===== src/rtl/xy_input_buffer.sv =====
// Per-port packet buffer for the XY mesh switch: circular FIFO feeding a
// registered output stage that carries the packet plus the router's port select.
module xy_input_buffer #(
  parameter int FIFO_DEPTH      = 4,
  parameter int PACKET_ADDR_X_W = 4,
  parameter int PACKET_ADDR_Y_W = 4,
  parameter int DATA_W          = 8,
  parameter int OUTPUT_N_W      = 3,
  localparam int PACKET_W       = PACKET_ADDR_X_W + PACKET_ADDR_Y_W + DATA_W
) (
  input  logic                       clk_i,
  input  logic                       rst_ni,
  input  logic [PACKET_W-1:0]        in_data_i,
  input  logic                       in_valid_i,
  output logic                       in_ready_o,
  output logic [PACKET_ADDR_X_W-1:0] x_addr_o,
  output logic [PACKET_ADDR_Y_W-1:0] y_addr_o,
  input  logic [OUTPUT_N_W-1:0]      mux_out_sel_i,
  output logic [PACKET_W-1:0]        out_data_o,
  output logic [OUTPUT_N_W-1:0]      out_sel_o,
  output logic                       out_valid_o,
  input  logic                       out_ready_i
);

  localparam int IDX_W = $clog2(FIFO_DEPTH);
  localparam int PTR_W = IDX_W + 1;

  logic [PACKET_W-1:0]   mem_q [FIFO_DEPTH];
  logic [PTR_W-1:0]      wr_ptr_q, wr_ptr_d;
  logic [PTR_W-1:0]      rd_ptr_q, rd_ptr_d;
  logic [PACKET_W-1:0]   out_data_q, out_data_d;
  logic [OUTPUT_N_W-1:0] out_sel_q, out_sel_d;
  logic                  out_valid_q, out_valid_d;

  logic                  empty, full, push, load;
  logic [PACKET_W-1:0]   head;

  // Extra pointer MSB is a wrap bit: same index with different wrap means full.
  assign empty = (wr_ptr_q == rd_ptr_q);
  assign full  = (wr_ptr_q[IDX_W-1:0] == rd_ptr_q[IDX_W-1:0]) &&
                 (wr_ptr_q[IDX_W] != rd_ptr_q[IDX_W]);

  assign in_ready_o = !full;
  assign push       = in_valid_i && !full;
  assign load       = !empty && (!out_valid_q || out_ready_i);

  assign head     = mem_q[rd_ptr_q[IDX_W-1:0]];
  assign x_addr_o = head[PACKET_W-1 -: PACKET_ADDR_X_W];
  assign y_addr_o = head[DATA_W +: PACKET_ADDR_Y_W];

  // NOTE: every variable gets a default at the top of always_comb so no path
  // leaves it unassigned, which would otherwise infer a latch.
  always_comb begin
    wr_ptr_d    = wr_ptr_q + PTR_W'(push);
    rd_ptr_d    = rd_ptr_q + PTR_W'(load);
    out_data_d  = out_data_q;
    out_sel_d   = out_sel_q;
    out_valid_d = out_valid_q;
    if (load) begin
      out_data_d  = head;
      out_sel_d   = mux_out_sel_i;
      out_valid_d = 1'b1;
    end else if (out_ready_i) begin
      // Not loading while the consumer is ready implies the FIFO is empty.
      out_valid_d = 1'b0;
    end
  end

  // NOTE: storage has no reset; pointers clearing makes old entries
  // unreachable, and leaving the array out of reset keeps it a plain RAM.
  always_ff @(posedge clk_i) begin
    if (push) mem_q[wr_ptr_q[IDX_W-1:0]] <= in_data_i;
  end

  // NOTE: state flops use non-blocking assignments so every flop samples the
  // pre-edge values regardless of statement order.
  always_ff @(posedge clk_i or negedge rst_ni) begin
    if (!rst_ni) begin
      wr_ptr_q    <= '0;
      rd_ptr_q    <= '0;
      out_data_q  <= '0;
      out_sel_q   <= '0;
      out_valid_q <= 1'b0;
    end else begin
      wr_ptr_q    <= wr_ptr_d;
      rd_ptr_q    <= rd_ptr_d;
      out_data_q  <= out_data_d;
      out_sel_q   <= out_sel_d;
      out_valid_q <= out_valid_d;
    end
  end

  assign out_data_o  = out_data_q;
  assign out_sel_o   = out_sel_q;
  assign out_valid_o = out_valid_q;

endmodule

===== config.mk =====
export PLATFORM = sky130hd
export DESIGN_NAME = xy_input_buffer
export DESIGN_NICKNAME = d
export VERILOG_FILES = /design/src/rtl/xy_input_buffer.sv
export SDC_FILE = /design/constraint.sdc
export NUM_CORES = 1
export LEC_CHECK = 0
export BUFFER_PORTS_ARGS = -buffer_cell sky130_fd_sc_hd__buf_2
export CAP_MARGIN = 20
export CORE_MARGIN = 8
export CORE_UTILIZATION = 40
export DETAILED_ROUTE_END_ITERATION = 8
export PLACE_DENSITY = 0.6
export SETUP_SLACK_MARGIN = 0.1
export SLEW_MARGIN = 20
export SYNTH_ARGS = -nofsm -noshare
export SYNTH_HDL_FRONTEND = slang
export SYNTH_SLANG_ARGS = --single-unit

===== constraint.sdc =====
create_clock -name clk_i -period 3.54 [get_ports clk_i]
set_input_delay 0.354 -clock clk_i [delete_from_list [all_inputs] [get_ports clk_i]]
set_output_delay 0.354 -clock clk_i [all_outputs]
set_load 0.01 [all_outputs]

==> results.md, run 1 <==
* Synthesized instance count at 160
* Initial Utilization at 40.7%
* Final #Nets at 241
* HPWL reported at the end of detailed placement at a little over 4 mm
* RSZ-0062 raised after global routing: false
* Final period utilization at between 60% and 70%
* Total CTS buffers at 9
* Max IR drop VDD at ~0.27 mV
* Setup Fix Bufs, Post-CTS at 0
* Fin. Hold Viols at 0
* Worst path max stage delay at between 0.6 and 0.7 ns
* Most frequent cells in the layout: edfxtp_1 (64), buf_2 (51), dfrtp_1 (26)
* Core ar. at about 8600 um^2
* ANT nets after route at 0
* Hold Buf Count CTS at 0
* Status: complete, no violations
* Syn_nets at 187
* Power Total at about 3.6 mW
* Register area share after synthesis at 73.5%
* Clock buffer depth at 2
* Final Slew Violations at 0
* All-Layer GR Usage at 10.8%
* Critical path, cell by cell: xor2_1, o31ai_1, inv_1, and3_1
* Max_slew headroom at a little over two fifths
* CTS tree: yes
* H-tree depth at 3
* Count of final setup violators at 0
* Ys flop type: edfxtp_1
* Diodes inserted at 0
* EDFF count, synth at 64
* Die area at between 10,000 and 15,000 um^2
* Worst r2r src: wr_ptr_q[1]
* Crit-path slowest cell: o31ai_1
* Worst hold path type: in -> async
* Post-CTS resize count at 0
* Skew-Pair Late Insertion Delay at 0.33 ns
* Max cap viols at 0
* I/O Pins at 52
* Leak at ~1.6 nW
* Root Driver: clkbuf_8
* Synth-to-Final Area Change at 14.7%
* Cell Pwr Density at approximately 910 nW/um^2
* Clock-pin slew on the worst setup and hold paths at around 0.08 ns
* Minimum clock period at 2.32 ns
* Initial DRC count at 53
* Placer's final routability congestion estimate at 0.693
* Vias in the first global route at between 1,500 and 2,000
* WL per Instance at roughly 19 um
* Via/cell ratio at roughly 4.8
* Yosys cell types at 18
* YS warnings at 0
* Mean Syn Cell Area at about 22 um^2
* Largest net degree at the start of global routing at 27
* Synth Cell Area at ~3500 um^2
* Worst Reg2Reg Path Length in Cells at 4
* Vias at ~1,600
* Fmax at 431 MHz
* Worst setup path class: reg -> reg
* Critical Path RT at roughly 3.5 ns
* Chip Height at roughly 110 um
* Reg-to-Reg End: mem_q[3][1]
* Seq cells post-synth at 90
* Layout cells sized above 1 at about half
* Port buffer count at between 50 and 60
* Worst-path fanout max at 16
* R2r setup slk at 1.22 ns
* Critical Path End Type: register
* Most common cell after layout, fill and taps aside: edfxtp_1
* WL final at between 6 and 7 mm
* Setup tns final at 0 ns
* Clock sink count at 90
* Drc violations at 0
* Die width at between 100 and 150 um
* Post-synth ARST share at between 20% and 30%
* Global route overflow at 0
* Worst slew pin tran at between 0.8 and 0.9 ns
* Crit start category: register
* Initial antenna violation count at 0
* Max Clock Skew at 0.00643 ns
* Pre-antenna DRT Iters at 4
* # rows at 34
* Global-route wire length before repair at approximately 9.6 mm
* Critical Path AT at ~2.3 ns
stage by stage:
stage / hold WS, ns / instances / util, % / worst slack (ns) / area [um^2]
2_1_floorplan: 0.0584 / 160 / - / 0.930 / 3500
3_3_place_gp: 0.398 / 311 / 44.7 / 1.32 / 3840
3_5_place_dp: 0.399 / 311 / 44.7 / 1.21 / 3840
4_1_cts: 0.0165 / 327 / 46.7 / 1.19 / 4010
5_1_grt: 0.0430 / 327 / 46.7 / 1.06 / 4010
6_report: 0.0120 / 327 / 46.7 / 1.22 / 4010
critical path: cells and delay by family, from the launching register on:
kind            cells  cell delay, ns
flops               1            0.46
xor+xnor            1            0.20
compound gates      1            0.65
buf+inv             1            0.13
simple gates        1            0.51
cells in the mapped netlist (all sizes together), types with 2 or more instances:
cell / n / area share, %
mux2: 19 / 8.1
dfrtp: 26 / 19
nor3b: 2 / 0.43
edfxtp: 64 / 55
mux4: 16 / 10
ha: 4 / 1.4
inv: 2 / 0.21
buf: 13 / 3.1
xor2: 5 / 1.3
nor3: 2 / 0.29
where the power goes:
group	internal [mW]	leakage, nW	total (mW)	switching [mW]
logic	0.733	0.579	1.39	0.661
registers	1.48	0.888	1.62	0.138
clock network	0.294	0.0867	0.624	0.330
total	2.51	1.55	3.64	1.13
cell families after synthesis:
group / Yosys count / synth area share (%)
flops: 90 / 73.5
compound gates: 3 / 0.643
xor+xnor: 6 / 1.50
simple gates: 6 / 1.07
mux: 35 / 18.4
fa+ha+maj: 4 / 1.43
buf+inv: 16 / 3.43
how the worst max path moves through the flow:
stage | slack [ns] | from | cells past startpoint | end
after floorplan | 0.93 | rd_ptr_q[0] | 4 | mem_q[2][0]
after global placement | 1.32 | wr_ptr_q[1] | 6 | rd_ptr_q[2]
after detailed placement | 1.21 | wr_ptr_q[1] | 4 | mem_q[3][6]
after CTS | 1.19 | wr_ptr_q[1] | 4 | mem_q[3][1]
after global routing | 1.06 | wr_ptr_q[1] | 6 | rd_ptr_q[2]
final | 1.22 | wr_ptr_q[1] | 4 | mem_q[3][1]
state kept, by name, indices dropped and copies added, names as in the netlist:
signal	cells
wr_ptr_q	3
rd_ptr_q	3
out_valid_o	1
out_data_o	16
out_sel_o	3
mem_q	64
routing by layer:
metal  vias to the layer above  share of wire (%)  global-route usage, %
met4                         0                1.3                   5.79
met3                         6                4.1                   2.52
met5                         -                  0                      0
met1                       808                 43                   13.4
li1                        725                  -                      -
met2                        31                 51                   17.4
final cells by class:
cell class,instances,area [um^2]
clock buffers,14,163
well taps,108,135
flip-flops and latches,90,2570
multi-input cells,54,823
clock inverters,2,12.5
inverters,2,7.51
fillers,780,4580
repair buffers,57,300
Power figures use the tool's default switching activity.
==> run 2, diff against run 1 <==
--- a/config.mk
+++ b/config.mk
@@ -5,12 +5,13 @@
 export SDC_FILE = /design/constraint.sdc
 export NUM_CORES = 1
 export LEC_CHECK = 0
+export ABC_AREA = 1
 export BUFFER_PORTS_ARGS = -buffer_cell sky130_fd_sc_hd__buf_2
 export CAP_MARGIN = 20
 export CORE_MARGIN = 8
 export CORE_UTILIZATION = 40
 export DETAILED_ROUTE_END_ITERATION = 8
-export PLACE_DENSITY = 0.6
+export PLACE_DENSITY = 0.62
 export SETUP_SLACK_MARGIN = 0.1
 export SLEW_MARGIN = 20
 export SYNTH_ARGS = -nofsm -noshare
==> constraint.sdc (replaced) <==
create_clock -name clk_i -period 2.1 [get_ports clk_i]
set_input_delay 0.21 -clock clk_i [delete_from_list [all_inputs] [get_ports clk_i]]
set_output_delay 0.21 -clock clk_i [all_outputs]
set_load 0.01 [all_outputs]
==> results.md, run 2 <==
* Chip Height at 116 um
* Cell Pwr Density at about 1400 nW/um^2
* Initial antenna violation count at 0
* Final period utilization at around 86%
* Max cap viols at 0
* All-Layer GR Usage at 12.5%
* EDFF count, synth at 64
* Placed Area at approximately 4300 um^2
* Core ar. at approximately 9700 um^2
* Worst Setup EP: y_addr_o[3]
* Vias at about 2,500
* Port buffer count at 51
* Initial DRC count at about 100
* Global-route wire length before repair at 12.6 mm
* Die width at roughly 120 um
* Layout cells sized above 1 at between 20% and 30%
* Max Clock Skew at ~0.013 ns
* Mean Syn Cell Area at just over 10 um^2
* Ys flop type: edfxtp_1
* Final Slew Violations at 0
* Drc violations at 0
* Critical Path End Type: primary output
* Die area at between 10,000 and 15,000 um^2
* Fmax at about 550 MHz
* Post-synth top cells: nand2_1 (129), inv_1 (70), edfxtp_1 (64), nand3_1 (42), dfrtp_1 (26)
* Post-synth ARST share at between 20% and 30%
* Pre-antenna DRT Iters at 4
* Fin. Hold Viols at 0
* YS warnings at 0
* Synthesized instance count at a little under 400
* Final #Nets at roughly 460
* Most numerous cell in the Yosys netlist: nand2_1
* Fin area at roughly 4500 um^2
* Largest net degree at the start of global routing at 33
* Clock-pin slew on the worst setup and hold paths at roughly 0.090 ns
* WL final at about 7.9 mm
* ANT nets after route at 0
* H-tree depth at 3
* Area leader, netlist: edfxtp_1
* Leak at 2.22 nW
* Worst slew pin tran at 0.592 ns
* Max_slew headroom at between 60% and 70%
* Most frequent cells in the layout: nand2_1 (129), inv_1 (70), edfxtp_1 (64)
* Clock sink count at 90
* WL per Instance at about 14 um
* Power Total at approximately 6.5 mW
* Via/cell ratio at between 4 and 5
* Placer's final routability congestion estimate at 0.767
* Root Driver: clkbuf_8
* Top area cells in the synthesized netlist: edfxtp_1 (48%), dfrtp_1 (16%), nand2_1 (12%), inv_1 (6.6%), nand3_1 (5.3%)
* Clock buffer depth at 2
* Reg-to-Reg End: mem_q[2][13]
* Critical Path RT at approximately 1.9 ns
* Pre-CTS setup slack at between 0.4 and 0.5 ns
* Seq cells post-synth at 90
* HPWL reported at the end of detailed placement at around 5.3 mm
* Critical Path AT at 1.60 ns
* Count of final setup violators at 0
* Hold path depth at 1
* Setup tns final at 0 ns
* Diodes inserted at 0
* Worst-path fanout max at 32
* Yosys cell types at 18
* R2r setup slk at 0.39 ns
* Status: complete, no violations
* RSZ-0062 raised after global routing: false
* Initial Utilization at about two fifths
* Crit start category: register
* I/O Pins at 52
* Synth Cell Area at ~4000 um^2
* Skew-Pair Late Insertion Delay at around 0.36 ns
* Worst hold path type: in -> reg
* Global route overflow at 0
* Setup Fix Bufs, Post-CTS at 0
* Total CTS buffers at 9
* Max IR drop VDD at approximately 0.52 mV
* Yosys top cell area share at between 40 and 50%
* Worst r2r src: rd_ptr_q[1]
* Vias in the first global route at around 2,500
* Worst Setup SP: rd_ptr_q[0]
* Minimum clock period at about 1.8 ns
* Worst setup path class: reg -> out
* # rows at 36
* Register area share after synthesis at between 60 and 70%
* CTS tree: yes
* Worst Reg2Reg Path Length in Cells at 7
* Syn_nets at just over 400
* Most common cell after layout, fill and taps aside: nand2_1
* Min setup slack post-route at a little under 0.3 ns
* Synth-to-Final Area Change at 13.8%
* Max reg flops at 64
* Hold Slack at 0.0604 ns
run 2: cells by family after synthesis:
group	count (synthesis)	synth area share [%]
xor gates and xnor gates	2	0.440
and+or+nand+nor	192	22.0
adders and majority gates	4	1.26
DFF	90	64.7
buffers and inverters	98	11.7
run 2: critical path, stage by stage (launching register included):
cell and delay, ns:
dfrtp_1 0.47, inv_6 0.09, buf_6 0.24, nand2_1 0.09, nand3_1 0.08, nand2_1 0.11, buf_2 0.16
run 2: layout make-up:
type                       instances  area [um^2]
sequential                        90         2570
timing repair buffer              64          363
fill                             918         5200
clock inverter                     6         67.6
clock buffer                      10          128
multi-input combinational        198          942
tap                              133          166
inverter                          74          288
run 2: per-layer routing:
metal  up-vias  share of wire [%]  track usage, %
met5         -                  0               0
li1       1295                  -               -
met4         0                1.8            5.45
met3        14                5.5            3.13
met2        48                 48            20.1
met1      1176                 45            15.7
run 2: timing repair:
item / CTS / global route
hold endpoints to repair: 26 / 0
hold buffers: 1 / 0
resized for setup: 0 / 2
setup endpoints to repair: 0 / 2
run 2: how the worst min path moves through the flow:
stage	startpoint	end	slack, ns
floorplan	rst_ni	out_data_o[0]	-0.09
global placement	rst_ni	out_data_o[15]	0.25
detailed placement	rst_ni	out_data_o[14]	0.25
CTS	in_data_i[1]	mem_q[1][1]	0.05
global route	in_data_i[1]	mem_q[1][1]	0.05
finish	in_data_i[1]	mem_q[3][1]	0.06
run 2: report_power, final:
part | internal (mW) | switching (mW) | total [mW]
logic | 0.934 | 1.72 | 2.65
registers | 2.46 | 0.237 | 2.70
clock network | 0.554 | 0.620 | 1.17
total | 3.95 | 2.57 | 6.53
run 2: metrics by stage:
| step | instances | utilization, % |
|---|---|---|
| after global routing | 575 | 46.5 |
| after CTS | 575 | 46.5 |
| after detailed placement | 558 | 44.3 |
| after floorplan | 386 | - |
| final | 575 | 46.5 |
| after global placement | 558 | 44.3 |
==> run 3, diff against run 2 <==
--- a/config.mk
+++ b/config.mk
@@ -9,9 +9,10 @@
 export BUFFER_PORTS_ARGS = -buffer_cell sky130_fd_sc_hd__buf_2
 export CAP_MARGIN = 20
 export CORE_MARGIN = 8
-export CORE_UTILIZATION = 40
+export CORE_UTILIZATION = 52
+export CTS_BUF_LIST = sky130_fd_sc_hd__clkbuf_16
 export DETAILED_ROUTE_END_ITERATION = 8
-export PLACE_DENSITY = 0.62
+export PLACE_DENSITY = 0.77
 export SETUP_SLACK_MARGIN = 0.1
 export SLEW_MARGIN = 20
 export SYNTH_ARGS = -nofsm -noshare
==> results.md, run 3 (synthesis results as in run 2) <==
* Hold EP: mem_q[3][8]
* WL per Instance at between 10 and 15 um
* Worst-path fanout max at 16
* Sequential share of power at between 30% and 40%
* Worst r2r src: rd_ptr_q[1]
* Placer's final routability congestion estimate at between 0.8 and 0.9
* Status: complete, no violations
* Hold path depth at 1
* Max_slew headroom at around 63%
* Global route overflow at 0
* Final Slew Violations at 0
* Worst Reg2Reg Path Length in Cells at 8
* Most common cell after layout, fill and taps aside: nand2_1
* Final #Nets at around 460
* Minimum clock period at around 1.8 ns
* Worst setup path class: reg -> out
* Initial Utilization at a little over half
* Crit start category: register
* Most frequent cells in the layout: nand2_1 (129), inv_1 (74), edfxtp_1 (64)
* Max reg flops at 64
* Diodes inserted at 0
* Initial DRC count at 197
* Fmax at 543 MHz
* Worst slew pin tran at around 0.56 ns
* Clock power share at 23.3%
* Worst hold path type: in -> reg
* Layout cells sized above 1 at between 20% and 30%
* CTS tree: yes
* All-Layer GR Usage at approximately 16%
* Leak at ~2.3 nW
* Total CTS buffers at 9
* Critical Path End Type: primary output
* Port buffer count at 51
* P_int at roughly 4.4 mW
* Clock sink count at 90
* H-tree depth at 3
* Psw at roughly 2.6 mW
* Drc violations at 0
* Post-Place Cells at approximately 530
* Critical Path AT at 1.63 ns
* # rows at 32
* ANT nets after route at 0
* Count of final setup violators at 0
* Largest net degree at the start of global routing at 33
* Vias in the first global route at about 2,600
* Synth-to-Final Area Change at 15.4%
* Clock-pin slew on the worst setup and hold paths at roughly 0.06 ns
* Sw Ratio at 37.4%
* Skew-Pair Late Insertion Delay at roughly 0.34 ns
* Die area at 10,700 um^2
* Max IR drop VDD at between 0.6 and 0.7 mV
* Post-Layout Cell Count at roughly 540
* Core ar. at roughly 7600 um^2
* Root Driver: clkbuf_16
* Setup tns final at 0 ns
* Setup Fix Bufs, Post-CTS at 0
* RSZ-0062 raised after global routing: false
* WL final at slightly above 8 mm
* Vias at 2,603
* Via/cell ratio at 4.78
* I/O Pins at 52
* HPWL reported at the end of detailed placement at 5.14 mm
* Final period utilization at around 90%
* Critical Path RT at ~1.9 ns
* Initial antenna violation count at 0
* Global-route wire length before repair at approximately 13 mm
* Chip Height at slightly above 100 um
* Clock buffer depth at 2
* R2r setup slk at around 0.40 ns
* Cell Pwr Density at 1540 nW/um^2
* Die width at slightly above 100 um
* Max cap viols at 0
* Hold path start: in_data_i[8]
* Fin. Hold Viols at 0
* Gate power share at approximately two fifths
* Max Clock Skew at between 0.006 and 0.007 ns
* Reg-to-Reg End: wr_ptr_q[2]
* Pre-antenna DRT Iters at 4
## run 3: worst max path at each step
stage	startpoint	end	slack, ns	cells after the start
2_1_floorplan	rd_ptr_q[0]	mem_q[0][0]	0.09	6
6_report	rd_ptr_q[1]	y_addr_o[1]	0.26	5
3_3_place_gp	rd_ptr_q[1]	wr_ptr_q[2]	0.47	8
4_1_cts	rd_ptr_q[0]	y_addr_o[2]	0.17	6
5_1_grt	rd_ptr_q[1]	y_addr_o[1]	0.17	5
3_5_place_dp	rd_ptr_q[1]	wr_ptr_q[2]	0.43	8
## run 3: power groups by stage
stage / combinational, mW / sequential, mW / clock [mW]
floorplan: 1.96 / 2.78 / 0
global placement: 2.60 / 2.72 / 0
detailed placement: 2.67 / 2.75 / 0
CTS: 2.71 / 2.72 / 1.66
global route: 3.03 / 2.78 / 1.72
finish: 2.70 / 2.72 / 1.64
## run 3: cell type report
class / instances / area (um^2)
clock buffers: 9 / 225
inverters: 74 / 288
multi-input cells: 198 / 942
well taps: 102 / 128
clock inverters: 7 / 78.8
repair buffers: 64 / 359
fillers: 590 / 2970
flip-flops and latches: 90 / 2570
## run 3: stage by stage
stage | util (%) | setup slack [ns] | cell area [um^2] | power [mW] | hold slack, ns
floorplan | - | 0.0856 | 3980 | 4.75 | -0.0856
global placement | 56.5 | 0.474 | 4280 | 5.32 | 0.236
detailed placement | 56.5 | 0.426 | 4280 | 5.41 | 0.233
CTS | 60.6 | 0.172 | 4590 | 7.09 | 0.0881
global route | 60.7 | 0.167 | 4590 | 7.53 | 0.0924
finish | 60.7 | 0.259 | 4590 | 7.06 | 0.0893
## run 3: timing repair
action / in CTS / in global routing
gates resized for setup: 0 / 1
setup endpoints to repair: 0 / 2
hold buffers: 1 / 0
endpoints found under the hold margin: 26 / 0
## run 3: layer usage
metal  part of all wire [%]  global-route usage, %  up-vias
met5                      0                      0        -
li1                       -                      -     1301
met4                    1.9                   9.79        0
met3                    7.3                   2.95       11
met1                     41                   19.5     1210
met2                     49                   27.4       81
## run 3: worst max-delay path, cell delays in order, from the launching register on
cell and delay, ns:
dfrtp_1 0.51, inv_6 0.11, buf_4 0.24, nand3_1 0.11
nand2_1 0.16, buf_2 0.16
